<file path="config.mk">
export PLATFORM = sky130hd
export DESIGN_NAME = fetch_stage
export DESIGN_NICKNAME = d
export VERILOG_FILES = /design/src/rtl/fetch_stage.sv
export SDC_FILE = /design/constraint.sdc
export NUM_CORES = 1
export LEC_CHECK = 0
export CORE_AREA = 2 2 200 153
export DETAILED_ROUTE_END_ITERATION = 12
export DIE_AREA = 0 0 202 155
export GPL_TIMING_DRIVEN = 0
export SLEW_MARGIN = 20
export SYNTH_ARGS = -nofsm -noshare
export SYNTH_HDL_FRONTEND = slang
export SYNTH_SLANG_ARGS = --single-unit
</file>
<file path="constraint.sdc">
create_clock -name clk -period 4.65 [get_ports clk]
set_clock_uncertainty 0.05 [all_clocks]
set_input_delay 0.93 -clock clk [delete_from_list [all_inputs] [get_ports clk]]
set_output_delay 0.93 -clock clk [all_outputs]
set_load 0.05 [all_outputs]
</file>
<file path="src/rtl/fetch_stage.sv">
// ---------------------------------------------------------------------------
// fetch_stage
//
// Instruction-fetch stage sitting directly upstream of decode. It owns the
// program counter, issues word-aligned requests to instruction memory and
// registers each returned word, together with its PC, into the IF/ID
// register that feeds decode.
//
// Decode stalls are absorbed by a one-entry holding buffer. A word that
// memory returns while decode is stalled is parked there and released once
// the stall clears. Branch redirects flush the IF/ID register and the
// buffer, and they take priority over everything else.
//
// Parameters:
//   RESET_PC   - PC value loaded on reset
//   NOP_INSTR  - instruction driven on instr_out whenever the stage holds
//                a bubble
//
// Ports:
//   clk            in   stage clock, rising edge
//   rst_n          in   asynchronous active-low reset
//   imem_req       out  fetch request valid (only in FETCH)
//   imem_addr      out  fetch address, always equal to the internal PC
//   imem_ready     in   same-cycle response strobe
//   imem_rdata     in   fetched word, valid when imem_req & imem_ready
//   stall          in   decode asks IF/ID to hold
//   branch_taken   in   redirect request
//   branch_target  in   redirect address
//   instr_out      out  IF/ID instruction
//   pc_out         out  PC of instr_out
//   valid_out      out  instr_out is a real instruction (0 = bubble)
//   misaligned     out  sticky misaligned-redirect flag
//                       (only with FETCH_MISALIGN_CHECK_EN defined)
//
// Handshake: a fetch is accepted in any cycle where imem_req and
// imem_ready are both high on the rising edge. imem_rdata is consumed on
// that same edge, and no response is expected in a later cycle.
//
// Optional feature macro: FETCH_MISALIGN_CHECK_EN
//   Undefined: redirect targets have bits [1:0] cleared.
//   Defined:   a redirect to a target that is not word-aligned raises the
//              sticky misaligned flag and parks the stage in HALT until
//              reset. No fetches are issued and later redirects are ignored.
// ---------------------------------------------------------------------------
module fetch_stage #(
  parameter logic [31:0] RESET_PC  = 32'h0000_0000,
  parameter logic [31:0] NOP_INSTR = 32'h0000_0013
) (
  input  logic        clk,
  input  logic        rst_n,
  output logic        imem_req,
  output logic [31:0] imem_addr,
  input  logic        imem_ready,
  input  logic [31:0] imem_rdata,
  input  logic        stall,
  input  logic        branch_taken,
  input  logic [31:0] branch_target,
  output logic [31:0] instr_out,
  output logic [31:0] pc_out,
  output logic        valid_out
`ifdef FETCH_MISALIGN_CHECK_EN
  ,
  output logic        misaligned
`endif
);

`ifdef FETCH_MISALIGN_CHECK_EN
  typedef enum logic [1:0] {
    ST_BOOT  = 2'd0,
    ST_FETCH = 2'd1,
    ST_HOLD  = 2'd2,
    ST_HALT  = 2'd3
  } state_t;
`else
  typedef enum logic [1:0] {
    ST_BOOT  = 2'd0,
    ST_FETCH = 2'd1,
    ST_HOLD  = 2'd2
  } state_t;
`endif

  state_t      state;
  logic [31:0] pc;
  logic [31:0] buf_instr;
  logic [31:0] buf_pc;

  logic        accepted;
  logic        halted;
  logic        redirect_bad;
  logic [31:0] redirect_pc;

  assign imem_addr = pc;
  assign imem_req  = (state == ST_FETCH);
  assign accepted  = imem_req & imem_ready;

`ifdef FETCH_MISALIGN_CHECK_EN
  // A misaligned target is kept unmodified so the faulting address stays
  // visible on imem_addr while the stage is halted.
  assign halted       = (state == ST_HALT);
  assign redirect_bad = (branch_target[1:0] != 2'b00);
  assign redirect_pc  = branch_target;
`else
  assign halted       = 1'b0;
  assign redirect_bad = 1'b0;
  assign redirect_pc  = branch_target & 32'hFFFF_FFFC;
`endif

  always_ff @(posedge clk or negedge rst_n) begin
    if (!rst_n) begin
      state      <= ST_BOOT;
      pc         <= RESET_PC;
      buf_instr  <= NOP_INSTR;
      buf_pc     <= 32'h0000_0000;
      instr_out  <= NOP_INSTR;
      pc_out     <= 32'h0000_0000;
      valid_out  <= 1'b0;
`ifdef FETCH_MISALIGN_CHECK_EN
      misaligned <= 1'b0;
`endif
    end else if (halted) begin
      // Terminal until reset. The bubble on IF/ID was loaded on entry.
      state <= state;
    end else if (branch_taken) begin
      // A redirect beats stall and drops any response from this cycle.
      // The buffer is discarded by leaving HOLD, because its contents are
      // only ever read on the HOLD -> FETCH release.
      pc        <= redirect_pc;
      instr_out <= NOP_INSTR;
      valid_out <= 1'b0;
`ifdef FETCH_MISALIGN_CHECK_EN
      if (redirect_bad) begin
        misaligned <= 1'b1;
        state      <= ST_HALT;
      end else begin
        state <= ST_FETCH;
      end
`else
      state <= redirect_bad ? ST_BOOT : ST_FETCH;
`endif
    end else begin
      case (state)
        ST_BOOT: begin
          state <= ST_FETCH;
        end
        ST_FETCH: begin
          if (accepted) begin
            pc <= pc + 32'd4;
            if (stall) begin
              buf_instr <= imem_rdata;
              buf_pc    <= pc;
              state     <= ST_HOLD;
            end else begin
              instr_out <= imem_rdata;
              pc_out    <= pc;
              valid_out <= 1'b1;
            end
          end else if (!stall) begin
            // Nothing arrived and decode is draining: insert a bubble.
            // pc_out keeps the last real PC.
            instr_out <= NOP_INSTR;
            valid_out <= 1'b0;
          end
        end
        ST_HOLD: begin
          if (!stall) begin
            instr_out <= buf_instr;
            pc_out    <= buf_pc;
            valid_out <= 1'b1;
            state     <= ST_FETCH;
          end
        end
        default: begin
          state <= ST_FETCH;
        end
      endcase
    end
  end

endmodule

</file>
## Yosys cells after proc, flatten, opt, wreduce, memory -nomap -nowiden

Index checks and enable logic that the tools add are counted.

| storage, ports and cells | value |
|---|---|
| logic and storage cells | 53 |
| bits of input ports | 69 |
| register bits | 163 |
| output and inout bits | 98 |

| cells by class | value |
|---|---|
| reduce and logical (&&, ||, !) cells | 10 |
| add/subtract/negate cells | 1 |
| equality and inequality tests | 10 |
| muxes and demuxes | 23 |
| bitwise operators | 2 |

Operator list:

| operator | number |
|---|---|
| $mux 32 | 11 |
| $pmux 32 s2 | 2 |
| $add 32x3->32 const B | 1 |
| $mux 2 | 4 |
| $ne 3x1->1 const B | 2 |
| $reduce_and 3->1 | 2 |
| $reduce_bool 2->1 | 3 |
| $reduce_and 5->1 | 1 |
| $mux 1 | 4 |
| $ne 2x2->1 const B | 2 |
| $ne 4x2->1 const B | 1 |
| $pmux 2 s2 | 1 |
| $reduce_and 2->1 | 2 |
| $reduce_and 4->1 | 1 |
| $ne 3x2->1 const B | 1 |
| $ne 3x3->1 const B | 1 |
| $reduce_bool 3->1 | 1 |
| $eq 2x1->1 const B | 1 |
| $eq 2x2->1 const B | 1 |
| $ne 2x1->1 const B | 1 |
| $pmux 1 s2 | 1 |
| $and 1x1->1 | 1 |
| $not 1->1 | 1 |

## Logic depth before layout (Yosys ltp)

| logic depth | value |
|---|---|
| word-level depth | 5 |
| mapped depth | 9 |
| depth with buffers taken out | 6 |

## Least setup slack after synthesis

Ideal clock, no wire load.

| timing path | value |
|---|---|
| kind | in2reg |
| start point | in imem_ready |
| end point | reg pc[28] (netlist: imem_addr[28]) |
| data arrival time | 2.248 ns |
| library setup time | 0.082 ns |
| stages | 7 |
| required time | 4.518 ns |
| slack | 2.270 ns |
| path buffers | 3 |
| path through | buf_4 and4_1 buf_2 nand3_2 buf_2 or4_1 a31oi_1 |

| between the ends | value |
|---|---|
| word-level cells in the longest chain between the ends | 3 |

Ends and longest elaborated chain:

| element | line | text |
|---|---|---|
| from (decl) | 53 | `input logic imem_ready,` |
| $and 1x1->1 | 94 | `assign accepted = imem_req & imem_ready;` |
| $reduce_bool 2->1 (no source line) | -- |  |
| $reduce_and 2->1 (no source line) | -- |  |
| to (signal assigned) | 127 | `pc <= redirect_pc;` |
| to (signal assigned) | 147 | `pc <= pc + 32'd4;` |
| to (decl) | 83 | `logic [31:0] pc;` |

Every way passes these cells.
A chain may end at the register's enable or synchronous reset.

## Worst setup path after layout

| timing path | value |
|---|---|
| start point | reg state[1] |
| end point | out imem_req |

| between the ends | value |
|---|---|
| word-level cells in the longest chain between the ends | 1 |

Ends and longest elaborated chain:

| element | line | text |
|---|---|---|
| from (decl) | 82 | `state_t state;` |
| from (signal assigned) | 122 | `state <= state;` |
| from (signal assigned) | 138 | `state <= redirect_bad ? ST_BOOT : ST_FETCH;` |
| $eq 2x1->1 | 93 | `assign imem_req = (state == ST_FETCH);` |
| to (decl) | 51 | `output logic imem_req,` |

Every way passes these cells.

==> results by group <==
STA
  – TNS Setup: 0 ps
  – Setup WS post-layout: 1670 ps
  – Least-Margin Pin Slew: 946 ps
  – Fin crit period: 2980 ps
  – Unrepaired setup endpoints after global routing: no
  – Final hold vios: 0
  – Final setup viols: 0
  – Fmax: 0.335 GHz
  – Slew Limit Fails: 0
  – Slew HR: 0.369
  – Fin crit share: 0.642

Floorplan
  – Core ar.: 0.0295 mm^2
  – Width of the die: 202 um
  – I/O pin count: 167
  – Num rows: 55
  – Die H: 155 um
  – Initial Utilization: 0.245
  – Die area: 0.0313 mm^2

Worst setup path
  – R2R cell count: 8
  – Startpoint types: flip-flop
  – Crit-path max FO: 5
  – Launch point of the worst reg-to-reg path: state[1]$_DFFE_PN0P_
  – CP peak stage delay: 870 ps
  – CP required: 3670 ps
  – Critical Path End Type: output port
  – Arrival @ worst endpoint: 2000 ps
  – Crit-path cells: inv_1 > ha_1 > clkdlybuf4s50_1
  – Worst R2R End: pc_out[2]$_DFFE_PN0P_
  – CP Class: flip-flop to output port
  – Critical-path top delay cell: clkdlybuf4s50_1
  – Setup slack, reg-to-reg: 1950 ps

Global routing
  – Initial antenna violation count: 1
  – Largest net degree at the start of global routing: 85
  – Congestion Overflow GR: 0
  – Gr usage total: 0.145
  – Vias in the first global route: 5910
  – Global-route wire length before repair: 35.1 mm

Clock tree
  – Worst-Skew Late Latency: 420 ps
  – H-tree levels: 4
  – CTS root buf: clkbuf_16
  – Cts repair resizes: 0
  – # hold bufs at CTS: 0
  – CTS Buf Count: 17
  – CTS Buffer Depth: 2
  – TritonCTS clock tree: done
  – Clk slew on worst S/H paths: 60 ps
  – Clock sinks: 157
  – Postcts setup bufs: 0

Routing
  – DRC Markers: 0
  – Final wirelength: 21.9 mm
  – Avg WL per Cell: 18.1 um
  – ANT nets after route: 0
  – Via count: 5624
  – Drt first-iter violations: 296
  – Vias per cell: 4.64
  – TritonRoute pass-1 iters: 4

Synth
  – Share of the synthesized area in the top cell type: 0.522
  – Syn Inst Count: 619
  – Avg Cell Area, Syn: 11.7 um^2
  – Cell with the most instances after synthesis: dfrtp_1
  – Netlist cell types: 43
  – Cell area after synthesis: 0.00724 mm^2
  – Async set or reset register ratio after synthesis: 1.00
  – Flops & latches, synth: 157
  – Ys Warns: 0
  – Post-synth EDFFs: 0
  – Post-synth top flop: dfrtp_1
  – Commonest cells post-synth: 151 x dfrtp_1, 61 x mux2i_1, 45 x a31oi_1
  – Area leader, netlist: dfrtp_1
  – Largest cells by area after synthesis: dfrtp_1 52%, mux2i_1 8.4%, mux2_1 5.9%, a31oi_1 3.9%, mux2_2 3.7%
  – Post-synthesis sequential area ratio: 0.543

Pwr
  – Tot Pwr: 4.57 mW
  – Pwr/cell area: 460 mW/mm^2
  – Lkg Pwr: 3.79 nW
  – Maximum VDD drop: 262 uV

Finish
  – Nets: 871
  – Share of layout cells above drive strength 1: 0.104
  – Post-Layout Inst Area: 0.00994 mm^2
  – Fin util: 0.337
  – Area delta synth->final: 37.2%

Placement
  – Pre-CTS WS: 1480 ps
  – DP Wirelength: 15.8 mm
  – Placed Area: 0.00936 mm^2
  – Gpl congestion: 0.741
  – IO buf count: 157

Run status
  – Status: finished clean

Min path
  – Tightest Hold Check Type: input pin to async pin

Job
  – Max-cap violations: 0
report_power, final:
| group | switching, mW | total, mW | leakage (nW) | internal [mW] |
|---|---|---|---|---|
| Combinational | 0.834 | 1.33 | 1.65 | 0.493 |
| Clock | 0.585 | 1.40 | 0.271 | 0.816 |
| Sequential | 0.189 | 1.84 | 1.87 | 1.66 |
metal layers:
| metal | vias to the layer above | part of all wire | global-route usage |
|---|---|---|---|
| met5 | - | 0 | 0 |
| met4 | 0 | 0.011 | 0.0333 |
| met3 | 13 | 0.057 | 0.0432 |
| met2 | 126 | 0.44 | 0.216 |
| met1 | 2824 | 0.49 | 0.206 |
| li1 | 2661 | - | - |
sequential cells by signal (all words and copies together), names as in the netlist:
name	flops
buf_pc	30
buf_instr	32
state	2
instr_out	32
imem_addr	30
valid_out	1
pc_out	30
area by class of cell:
class	count	area (um^2)
Multi-Input combinational cell	401	3030
Fill cell	2999	19600
Inverter	7	26.3
Antenna cell	1	2.50
Tap cell	399	499
Timing Repair Buffer	158	1600
Clock inverter	10	114
Sequential cell	157	3940
Buffer	57	262
Clock buffer	21	460
cell usage in the layout, fill, tap and decap left out, drive strengths merged, types with 2 or more instances in the layout:
cell type | netlist | final
a21oi | 31 | 31
a31oi | 45 | 45
and3 | 4 | 4
and4 | 6 | 6
buf | 25 | 27
bufinv | 0 | 2
clkbuf | 32 | 53
clkdlybuf4s50 | 0 | 156
clkinv | 0 | 3
clkinvlp | 0 | 4
conb | 1 | 4
dfrtp | 151 | 151
dfstp | 6 | 6
ha | 3 | 3
inv | 7 | 8
mux2 | 62 | 62
mux2i | 61 | 61
nand2 | 32 | 32
nand3 | 15 | 15
nand4 | 11 | 11
nor2 | 23 | 23
o211ai | 4 | 4
o21ai | 18 | 18
o22a | 3 | 3
o2bb2ai | 29 | 29
o31ai | 13 | 13
or3 | 2 | 2
or4 | 17 | 17
xnor2 | 5 | 5
xor2 | 5 | 5
stage by stage:
| stage | hold slack (ps) | std cells |
|---|---|---|
| after floorplan | 405 | 622 |
| after global placement | 419 | 1178 |
| after detailed placement | 422 | 1179 |
| after CTS | 430 | 1210 |
| after global routing | 451 | 1210 |
| final | 417 | 1211 |
logic make-up after synthesis:
group	after synthesis	share of synthesized area
DFF	157	0.543
adders and majority gates	3	0.00518
muxes	123	0.181
xor gates and xnor gates	10	0.0121
other	1	0.000518
and+or+nand+nor	114	0.0853
AOI/OAI and AO/OA	147	0.133
buffers and inverters	64	0.0397
critical path, delay by kind of cell, from the launching register on:
kind | cells | cell delay, ps
buffers and inverters | 2 | 940
DFF | 1 | 410
adders and majority gates | 1 | 230
worst max path at each step:
stage                         startpoint  slack [ps]  depth (start not counted)                         to
finish              state[1]$_DFFE_PN0P_        1670                          3                   imem_req
global route        state[1]$_DFFE_PN0P_        1590                          3                   imem_req
CTS                 state[1]$_DFFE_PN0P_        1630                          3                   imem_req
detailed placement          branch_taken        1480                          6  buf_instr[30]$_DFFE_PN0P_
global placement                   rst_n       -4140                          1  buf_instr[11]$_DFFE_PN0P_
floorplan                     imem_ready        2270                          7  imem_addr[28]$_DFFE_PN0P_
Note: power is estimated with default switching activity, not from simulation.
==> patch, RTL diff (config.mk and constraints unchanged) <==
Make the reset (`rst_n`) synchronous in one clocked block. Comments in the files are not updated.
--- a/src/rtl/fetch_stage.sv
+++ b/src/rtl/fetch_stage.sv
@@ -107,3 +107,3 @@
 
-  always_ff @(posedge clk or negedge rst_n) begin
+  always_ff @(posedge clk) begin
     if (!rst_n) begin
Check against the original RTL: differs if rst_n is asserted again (counterexample within 4 cycles, from zero or initial values and one cycle with rst_n low); with rst_n held inactive, the same outputs for 4 cycles.
==> patch against the original RTL <==
Final cell count is 14% higher. Largest cell class is now multi-input combinational cells. Highest routed layer unchanged. Wire length is 8.9% higher. Critical endpoint unchanged. Synthesized area is 5.7% lower. Setup slack worse by 0.087 ns. Critical path depth stayed put. Register-to-register slack better by 0.15 ns. Sequential cell count stayed put. Fmax is 2.8% lower. Non-clock buffer count is 13 higher. First-iteration DRC count is 29% higher. Final area is 4.0% lower. Count of clock-buffer cells in the layout stayed put.
Power is not compared: it rests on default switching activity, and its combinational part moved more than twofold at a synthesized area within 25%.
==> patch: results (changes against the original RTL) <==
- Reg clk slew, reported paths: 0.07 ns
- Drt via density: 4.587 (was 4.644)
- Post-DP Area: 8922 um^2 (was 9359 um^2)
- Hold WC Path Type: reg2reg (was in2async)
- Synth top cells by count: nand2_1, dfxtp_1, a21boi_1 (was dfrtp_1, mux2i_1, a31oi_1)
- Peak supply drop: 0.2518 mV
- Rel. slew slack: 0.4368 (was 0.3694)
- # Post-CTS Setup Buffers: 0 (unchanged)
- First-pass GRT wire length: 36.96 mm (was 35.06 mm)
- Drt first pass iters: 5 (was 4)
- Global placer's final weighted congestion: 0.7954 (was 0.7409)
- Synth unique cells: 44 (was 43)
- Synth top area cells: dfxtp_1, nand2_1, a21boi_1 (was dfrtp_1, mux2i_1, mux2_1)
- Final Non-Filler Cells: 1,382 (was 1,211)
- DR iter-0 viols: 381 (was 296)
- Max incr delay on CP: 0.91 ns (was 0.87 ns)
- CTS Buf Count: 17 (unchanged)
- Largest net degree at the start of global routing: 17 (was 85)
- Clock tree buffer depth: 2 (unchanged)
- Ys async rst share: 0 (was 1.000)
- Slowest cell on crit path: clkdlybuf4s50_1 (unchanged)
- H-Tree Depth: 4 (unchanged)
- IO Port Bufs: 158 (was 157)
- Synth Area per Inst: 8.657 um^2 (was 11.70 um^2)
- Most common cell after layout, fill and taps aside: nand2_1 (was clkdlybuf4s50_1)
- HPWL reported at the end of detailed placement: 17.55 mm (was 15.83 mm)
- Status: finished clean (unchanged)
- FILL cells: 3,086 (was 2,999)
- Tot GR Track Use: 0.1549 (was 0.1450)
- Vias in the first global route: 6,211 (was 5,910)
- Max FO, Critical Path: 10 (was 5)
- Routed len/inst: 17.24 um (was 18.06 um)
- Post-CTS sizing: 0 (unchanged)
- Dpl ws: 1.436 ns (was 1.480 ns)
- Critical path arrival: 2.09 ns (was 2.00 ns)
- Synth Warn #: 0 (unchanged)
- Regs by FF count: buf_instr (32), instr_out (32) (unchanged)
- Layout cells sized above 1: 0.06212 (was 0.1036)
- Dpl cells: 1,349 (was 1,179)
- Sequential area share after synthesis: 0.4602 (was 0.5434)
- Antenna violations before repair: 1 (unchanged)
- Skew-Pair Late Insertion Delay: 0.44 ns (was 0.42 ns)
- Nets: 1,041 (was 871)
- Post-route setup TNS: 0 ns (unchanged)
- Leakage: 3.615 nW
- Clock root cell: clkbuf_16 (unchanged)
## patch: cells by family (layout without fill, tap and decap cells)
group,count (synthesis),count (layout),synth area share
AOI/OAI and AO/OA,182,182,0.2032
xor gates and xnor gates,27,27,0.03462
adders and majority gates,3,3,0.005496
buffers and inverters,77,267,0.04836
DFF,157,157,0.4602
muxes,30,30,0.04415
other,1,5,0.0005490
and+or+nand+nor,312,312,0.2035
## patch: final cells by class
type / instances / area share
antenna: 1 / 0.0002623
multi-input combinational: 558 / 0.3530
clock buffer: 21 / 0.04721
timing repair buffer: 158 / 0.1658
tap: 399 / 0.05233
sequential: 157 / 0.3294
inverter: 7 / 0.002754
buffer: 70 / 0.03187
clock inverter: 11 / 0.01731
## patch: routing by layer
layer	GRT usage	part of all wire	up-vias
li1	-	-	3119
met1	0.2074	0.48	3013
met2	0.2387	0.44	190
met3	0.05132	0.068	17
met4	0.04097	0.013	0
met5	0	0	-
## patch: metrics by stage
stage / power, mW / util
CTS: 3.621 / 0.3231
detailed placement: 2.106 / 0.3022
global route: 3.736 / 0.3232
finish: 3.586 / 0.3232
floorplan: 1.852 / -
global placement: 2.103 / 0.3022
## patch: worst paths after layout
path                            startpoint         end  slack [ns]  cells after the start
worst min register to register  buf_pc[14]  buf_pc[14]        0.40                      2
worst min-delay path            buf_pc[14]  buf_pc[14]        0.40                      2
worst max-delay path              state[1]    imem_req        1.58                      3
worst max register to register    state[0]  pc_out[12]        2.10                     10
## patch: worst max-delay path, delay by kind of cell, from the launching register on
family / cells / cell delay (ns)
buffers and inverters: 2 / 0.98
adders and majority gates: 1 / 0.35
DFF: 1 / 0.32
## patch: report_power, final
group	total [mW]	internal [mW]	switching, mW
logic	0.612	0.227	0.386
clock network	1.51	0.912	0.600
registers	1.46	1.40	0.0577
total	3.59	2.54	1.04
